===== src/rtl/alu_exec_unit.sv =====
// ALU execution unit: single-cycle logic/arith/shift ops plus 32-iteration
// shift-add multiply and restoring divide into HI/LO.
//
//  state | meaning
//  IDLE  | waits for start; single-cycle ops complete here
//  MUL   | one shift-add step per cycle, busy high
//  DIV   | one restoring-division step per cycle, busy high
//  DONE  | sign-correct, write HI/LO, pulse done
module alu_exec_unit (
    input  logic        clk,
    input  logic        reset_n,
    input  logic [4:0]  aLUControl,
    input  logic [31:0] operandA,
    input  logic [31:0] operandB,
    input  logic [4:0]  shamt,
    input  logic        start,
    output logic        busy,
    output logic        done,
    output logic [31:0] result,
    output logic        zero,
    output logic        overflow,
    output logic        divByZero,
    output logic        illegalOp
);
    localparam logic [4:0] OP_AND   = 5'd0;
    localparam logic [4:0] OP_OR    = 5'd1;
    localparam logic [4:0] OP_ADD   = 5'd2;
    localparam logic [4:0] OP_SUB   = 5'd3;
    localparam logic [4:0] OP_SLT   = 5'd4;
    localparam logic [4:0] OP_NOR   = 5'd5;
    localparam logic [4:0] OP_XOR   = 5'd6;
    localparam logic [4:0] OP_SLL   = 5'd7;
    localparam logic [4:0] OP_SRL   = 5'd8;
    localparam logic [4:0] OP_SRA   = 5'd9;
    localparam logic [4:0] OP_LUI   = 5'd10;
    localparam logic [4:0] OP_MULT  = 5'd11;
    localparam logic [4:0] OP_MULTU = 5'd12;
    localparam logic [4:0] OP_DIV   = 5'd13;
    localparam logic [4:0] OP_DIVU  = 5'd14;
    localparam logic [4:0] OP_MFHI  = 5'd15;
    localparam logic [4:0] OP_MFLO  = 5'd16;

    typedef enum logic [1:0] {S_IDLE, S_MUL, S_DIV, S_DONE} state_t;

    state_t      r_state;
    logic [4:0]  r_cnt;
    logic [63:0] r_acc;
    logic [31:0] r_opb;
    logic [31:0] r_hi;
    logic [31:0] r_lo;
    logic        r_neg_lo;
    logic        r_neg_hi;
    logic        r_is_div;
    logic        r_arm;

    logic [31:0] w_sum;
    logic [31:0] w_diff;
    logic [31:0] w_alu_res;
    logic        w_alu_ovf;
    logic        w_illegal;
    logic        w_is_mul;
    logic        w_is_div;
    logic        w_signed;
    logic [31:0] w_mag_a;
    logic [31:0] w_mag_b;
    logic [32:0] w_mul_sum;
    logic [32:0] w_div_trial;
    logic [63:0] w_prod;
    logic [31:0] w_fin_hi;
    logic [31:0] w_fin_lo;

    always_comb begin
        w_sum     = operandA + operandB;
        w_diff    = operandA - operandB;
        w_alu_res = 32'd0;
        w_alu_ovf = 1'b0;
        w_illegal = 1'b0;
        case (aLUControl)
            OP_AND:  w_alu_res = operandA & operandB;
            OP_OR:   w_alu_res = operandA | operandB;
            OP_ADD: begin
                w_alu_res = w_sum;
                w_alu_ovf = (operandA[31] == operandB[31]) && (w_sum[31] != operandA[31]);
            end
            OP_SUB: begin
                w_alu_res = w_diff;
                w_alu_ovf = (operandA[31] != operandB[31]) && (w_diff[31] != operandA[31]);
            end
            OP_SLT:  w_alu_res = {31'd0, ($signed(operandA) < $signed(operandB))};
            OP_NOR:  w_alu_res = ~(operandA | operandB);
            OP_XOR:  w_alu_res = operandA ^ operandB;
            OP_SLL:  w_alu_res = operandB << shamt;
            OP_SRL:  w_alu_res = operandB >> shamt;
            OP_SRA:  w_alu_res = $signed(operandB) >>> shamt;
            OP_LUI:  w_alu_res = {operandB[15:0], 16'h0000};
            OP_MULT, OP_MULTU, OP_DIV, OP_DIVU: w_alu_res = 32'd0;
            OP_MFHI: w_alu_res = r_hi;
            OP_MFLO: w_alu_res = r_lo;
            default: w_illegal = 1'b1;
        endcase
    end

    assign w_is_mul = (aLUControl == OP_MULT) || (aLUControl == OP_MULTU);
    assign w_is_div = (aLUControl == OP_DIV)  || (aLUControl == OP_DIVU);
    assign w_signed = (aLUControl == OP_MULT) || (aLUControl == OP_DIV);
    assign w_mag_a  = (w_signed && operandA[31]) ? (32'd0 - operandA) : operandA;
    assign w_mag_b  = (w_signed && operandB[31]) ? (32'd0 - operandB) : operandB;

    // r_acc holds {partial product, multiplier} or {remainder, dividend/quotient}
    assign w_mul_sum   = {1'b0, r_acc[63:32]} + {1'b0, (r_acc[0] ? r_opb : 32'd0)};
    assign w_div_trial = {r_acc[63:32], r_acc[31]} - {1'b0, r_opb};
    assign w_prod      = r_neg_lo ? (64'd0 - r_acc) : r_acc;
    assign w_fin_lo    = r_is_div ? (r_neg_lo ? (32'd0 - r_acc[31:0]) : r_acc[31:0]) : w_prod[31:0];
    assign w_fin_hi    = r_is_div ? (r_neg_hi ? (32'd0 - r_acc[63:32]) : r_acc[63:32]) : w_prod[63:32];

    // r_arm blocks the first edge after reset release, so a start raised
    // together with the release never launches an op.
    always_ff @(posedge clk or negedge reset_n) begin
        if (!reset_n) begin
            r_state   <= S_IDLE;
            r_cnt     <= 5'd0;
            r_acc     <= 64'd0;
            r_opb     <= 32'd0;
            r_hi      <= 32'd0;
            r_lo      <= 32'd0;
            r_neg_lo  <= 1'b0;
            r_neg_hi  <= 1'b0;
            r_is_div  <= 1'b0;
            r_arm     <= 1'b0;
            busy      <= 1'b0;
            done      <= 1'b0;
            result    <= 32'd0;
            zero      <= 1'b1;
            overflow  <= 1'b0;
            divByZero <= 1'b0;
            illegalOp <= 1'b0;
        end else begin
            done  <= 1'b0;
            r_arm <= 1'b1;
            case (r_state)
                S_IDLE: begin
                    if (start && r_arm) begin
                        if (w_is_mul || (w_is_div && (operandB != 32'd0))) begin
                            r_acc    <= {32'd0, w_mag_a};
                            r_opb    <= w_mag_b;
                            r_is_div <= w_is_div;
                            r_neg_lo <= w_signed && (operandA[31] ^ operandB[31]);
                            r_neg_hi <= w_signed && operandA[31];
                            r_cnt    <= 5'd31;
                            busy     <= 1'b1;
                            r_state  <= w_is_div ? S_DIV : S_MUL;
                        end else begin
                            result    <= w_alu_res;
                            zero      <= (w_alu_res == 32'd0);
                            overflow  <= w_alu_ovf;
                            divByZero <= w_is_div;
                            illegalOp <= w_illegal;
                            done      <= 1'b1;
                        end
                    end
                end
                S_MUL, S_DIV: begin
                    if (r_state == S_MUL)
                        r_acc <= {w_mul_sum, r_acc[31:1]};
                    else if (!w_div_trial[32])
                        r_acc <= {w_div_trial[31:0], r_acc[30:0], 1'b1};
                    else
                        r_acc <= {r_acc[62:0], 1'b0};
                    if (r_cnt == 5'd0) begin
                        busy    <= 1'b0;
                        r_state <= S_DONE;
                    end else begin
                        r_cnt <= r_cnt - 5'd1;
                    end
                end
                S_DONE: begin
                    r_hi      <= w_fin_hi;
                    r_lo      <= w_fin_lo;
                    result    <= w_fin_lo;
                    zero      <= (w_fin_lo == 32'd0);
                    overflow  <= 1'b0;
                    divByZero <= 1'b0;
                    illegalOp <= 1'b0;
                    done      <= 1'b1;
                    r_state   <= S_IDLE;
                end
                default: r_state <= S_IDLE;
            endcase
        end
    end
endmodule


===== config.mk =====
export PLATFORM = sky130hd
export DESIGN_NAME = alu_exec_unit
export DESIGN_NICKNAME = d
export VERILOG_FILES = /design/src/rtl/alu_exec_unit.sv
export SDC_FILE = /design/constraint.sdc
export NUM_CORES = 1
export LEC_CHECK = 0
export CORE_MARGIN = 10
export CORE_UTILIZATION = 38
export CTS_CLUSTER_SIZE = 12
export DETAILED_ROUTE_END_ITERATION = 12
export SYNTH_ARGS = -nofsm -noshare
export SYNTH_HDL_FRONTEND = slang
export SYNTH_SLANG_ARGS = --single-unit

===== constraint.sdc =====
create_clock -name clk -period 4.7 [get_ports clk]
set_input_delay 0.94 -clock clk [delete_from_list [all_inputs] [get_ports clk]]
set_output_delay 0.94 -clock clk [all_outputs]
set_load 0.01 [all_outputs]

==> out/qor.csv <==
metric;value;unit
status;finished clean;
cts_buffers;25;
pre_cts_slack;-0.656;ns
dr.pass1.iters;7;
drt-met1-wl;56.8;mm
tns;0;ns
die-width;281;um
coreArea;67300;um^2
gp_routability_congestion;1.09;
synthFlopType;dfrtp_1;
cellPowerDensity;480;nW/um^2
holdWs;0.398;ns
cts_setup_buffers;0;
die-area;78900;um^2
synth_most_common_cell;nor2_1;
finalWorstSetupSlack;0.0936;ns
wl_per_cell;28.5;um
num_rows;95;
grt_antenna_before_repair;4;
fin_skew;0.0141;ns
ys_seq_area_frac;0.202;
setup_viol;0;
top_layer;met5;
timing.final.crit_period;4.61;ns
drv_slew;0;
critical_path_required;5.19;ns
relSlewSlack;0.301;
cts_tree;built;
max_freq;217;MHz
wl;139;mm
grt_max_degree;103;
finalHoldViolCount;0;
syn_inst;3366;
first_global_vias;28600;
regArea;5230;um^2
ys_warn_count;0;
worstMarginPinSlew;1.03;ns
cts_hold_buf;0;
async_flop_share;1.00;
viasPerCell;6.18;
hp-class;in -> async;
drcViolationCount;0;
ant_nets;0;
ys_types;108;
cts-root-buf;clkbuf_16;
grt-ovfl-total;0;
worstPathArrival;5.09;ns
vias;30100;
drive_above_1_share;0.232;
syn_area_per_cell;7.68;um^2
pin_count;115;
clock_path_buffers;3;
synth_common_cells;nor2_1 (359), nand2_1 (322), a21oi_1 (268);
reg2reg_to;r_acc[58];
htree_levels;1;
rrSetupSlack;0.23;ns
syn_area;25900;um^2
final.period_utilization;0.980;
hpwl;115;mm
synth_edf_count;0;
io_buffers;114;
crit_path_max_fanout;6;
yosys-top-cells-area;dfrtp_1 (20%), ha_1 (8.3%), nor2_1 (5.2%), a21oi_1 (5.2%), o21ai_0 (4.7%);
diodes;0;
reg2reg_depth;16;
wl_met3;12.4;mm
grtUsageTotal;0.340;
grt_pass1_wl;199;mm
ys_seq_elements;209;
cp-end-kind;flop;
synthToLayoutAreaGrowth;30.3;%
critical_path_class;in -> reg;
start_util;0.384;
drtIter0Drc;3814;
nets;4237;
cap_violations;0;
cts_sinks;209;
p_leak;14.9;nW
synth_top_area_cell;dfrtp_1;
met2_length;60.0;mm
syn_nets;3619;
die_h;281;um
worstSetupStartpointType;input pin;
synth_top_area_share;0.201;
clk_pin_slew;0.06;ns
clk_latency;0.56;ns
nFillCells;6721;
vdd_drop_max;396;uV
rr_startpoint;r_acc[0];
multi_input_area;19100;um^2
fin_util;0.501;
==> cells by family after synthesis <==
group	synth area share
simple gates	0.198
compound gates	0.273
buf+inv	0.0652
xor+xnor	0.0718
flops	0.202
mux	0.103
fa+ha+maj	0.0863
other cells	0.000145
==> power breakdown <==
group / switching (mW) / internal (mW) / total, mW
sequential: 1.11 / 2.70 / 3.81
clock: 0.813 / 1.14 / 1.95
combinational: 6.01 / 4.42 / 10.4
==> worst max-delay path by stage <==
stage / from / to / slack (ns) / depth (start not counted)
detailed placement: operandB[2] / zero / -0.66 / 16
global route: operandB[7] / zero / -0.03 / 17
CTS: operandB[7] / zero / 0.02 / 17
global placement: operandA[0] / zero / -0.58 / 18
finish: operandB[11] / zero / 0.09 / 15
floorplan: operandB[3] / zero / 0.32 / 16
==> per-layer routing <==
layer,GRT usage,up-vias
li1,-,13600
met1,0.443,14500
met2,0.521,1608
met3,0.0597,355
met4,0.202,8
met5,0,-
==> critical path: stages <==
cell and delay [ns]:
clkdlybuf4s50_1 0.42, inv_1 0.36, ha_1 0.37, inv_1 0.22
o31ai_1 0.13, or3_1 0.33, a31o_2 0.28, a31oi_4 0.30
o21ai_1 0.17, o22ai_2 0.17, o221ai_1 0.17, a221o_1 0.32
a21o_1 0.21, or4_1 0.54, o21ai_1 0.14
==> stage by stage <==
stage | instances | total power [mW] | instance area, um^2
floorplan | 3366 | 9.81 | 25900
global placement | 4830 | 13.9 | 32800
detailed placement | 4830 | 14.0 | 32800
CTS | 4876 | 16.0 | 33600
global route | 4876 | 17.3 | 33700
finish | 4876 | 16.2 | 33700
==> layout make-up <==
cell class              instances  share of cell area
well taps                     873              0.0324
inverters                     171              0.0191
flip-flops and latches        209               0.155
multi-input cells            2743               0.567
repair buffers                834               0.202
clock inverters                 9             0.00219
clock buffers                  37              0.0220
==> timing repair <==
action,CTS,global route
resized for setup,3,18
setup endpoints to repair,1,5
pin swaps,1,9
==> cells in the final DEF (no fill, tap or decap), types with 16 or more instances in the layout <==
cell type	Yosys	final
a211oi_1	30	27
a21o_1	36	36
a21oi_1	268	266
a221o_1	17	17
a221oi_1	30	30
a222oi_1	18	18
a22oi_1	51	51
a31oi_1	39	38
and3_1	16	16
buf_12	0	22
buf_4	9	701
clkbuf_16	0	25
clkdlybuf4s50_1	0	106
dfrtp_1	208	208
ha_1	172	169
inv_1	165	164
mux2_2	32	32
mux2i_1	105	105
mux4_2	52	52
nand2_1	322	321
nand2b_1	36	36
nand3_1	71	71
nand4_1	39	39
nor2_1	359	353
nor2b_1	30	29
nor3_1	71	70
nor4_1	28	27
o211ai_1	31	31
o21a_1	40	40
o21ai_0	242	241
o221ai_1	39	39
o22ai_1	31	31
o31ai_1	37	37
or3_1	27	27
or4_1	22	22
xnor2_1	132	132
xor2_1	78	78
==> sequential cells by signal, indices dropped and copies added, names as in the netlist, 2 cells and up <==
name,flops
r_opb,32
r_cnt,5
r_hi,32
r_state,2
r_lo,32
result,32
r_acc,64
(Power assumes the default switching activity.)
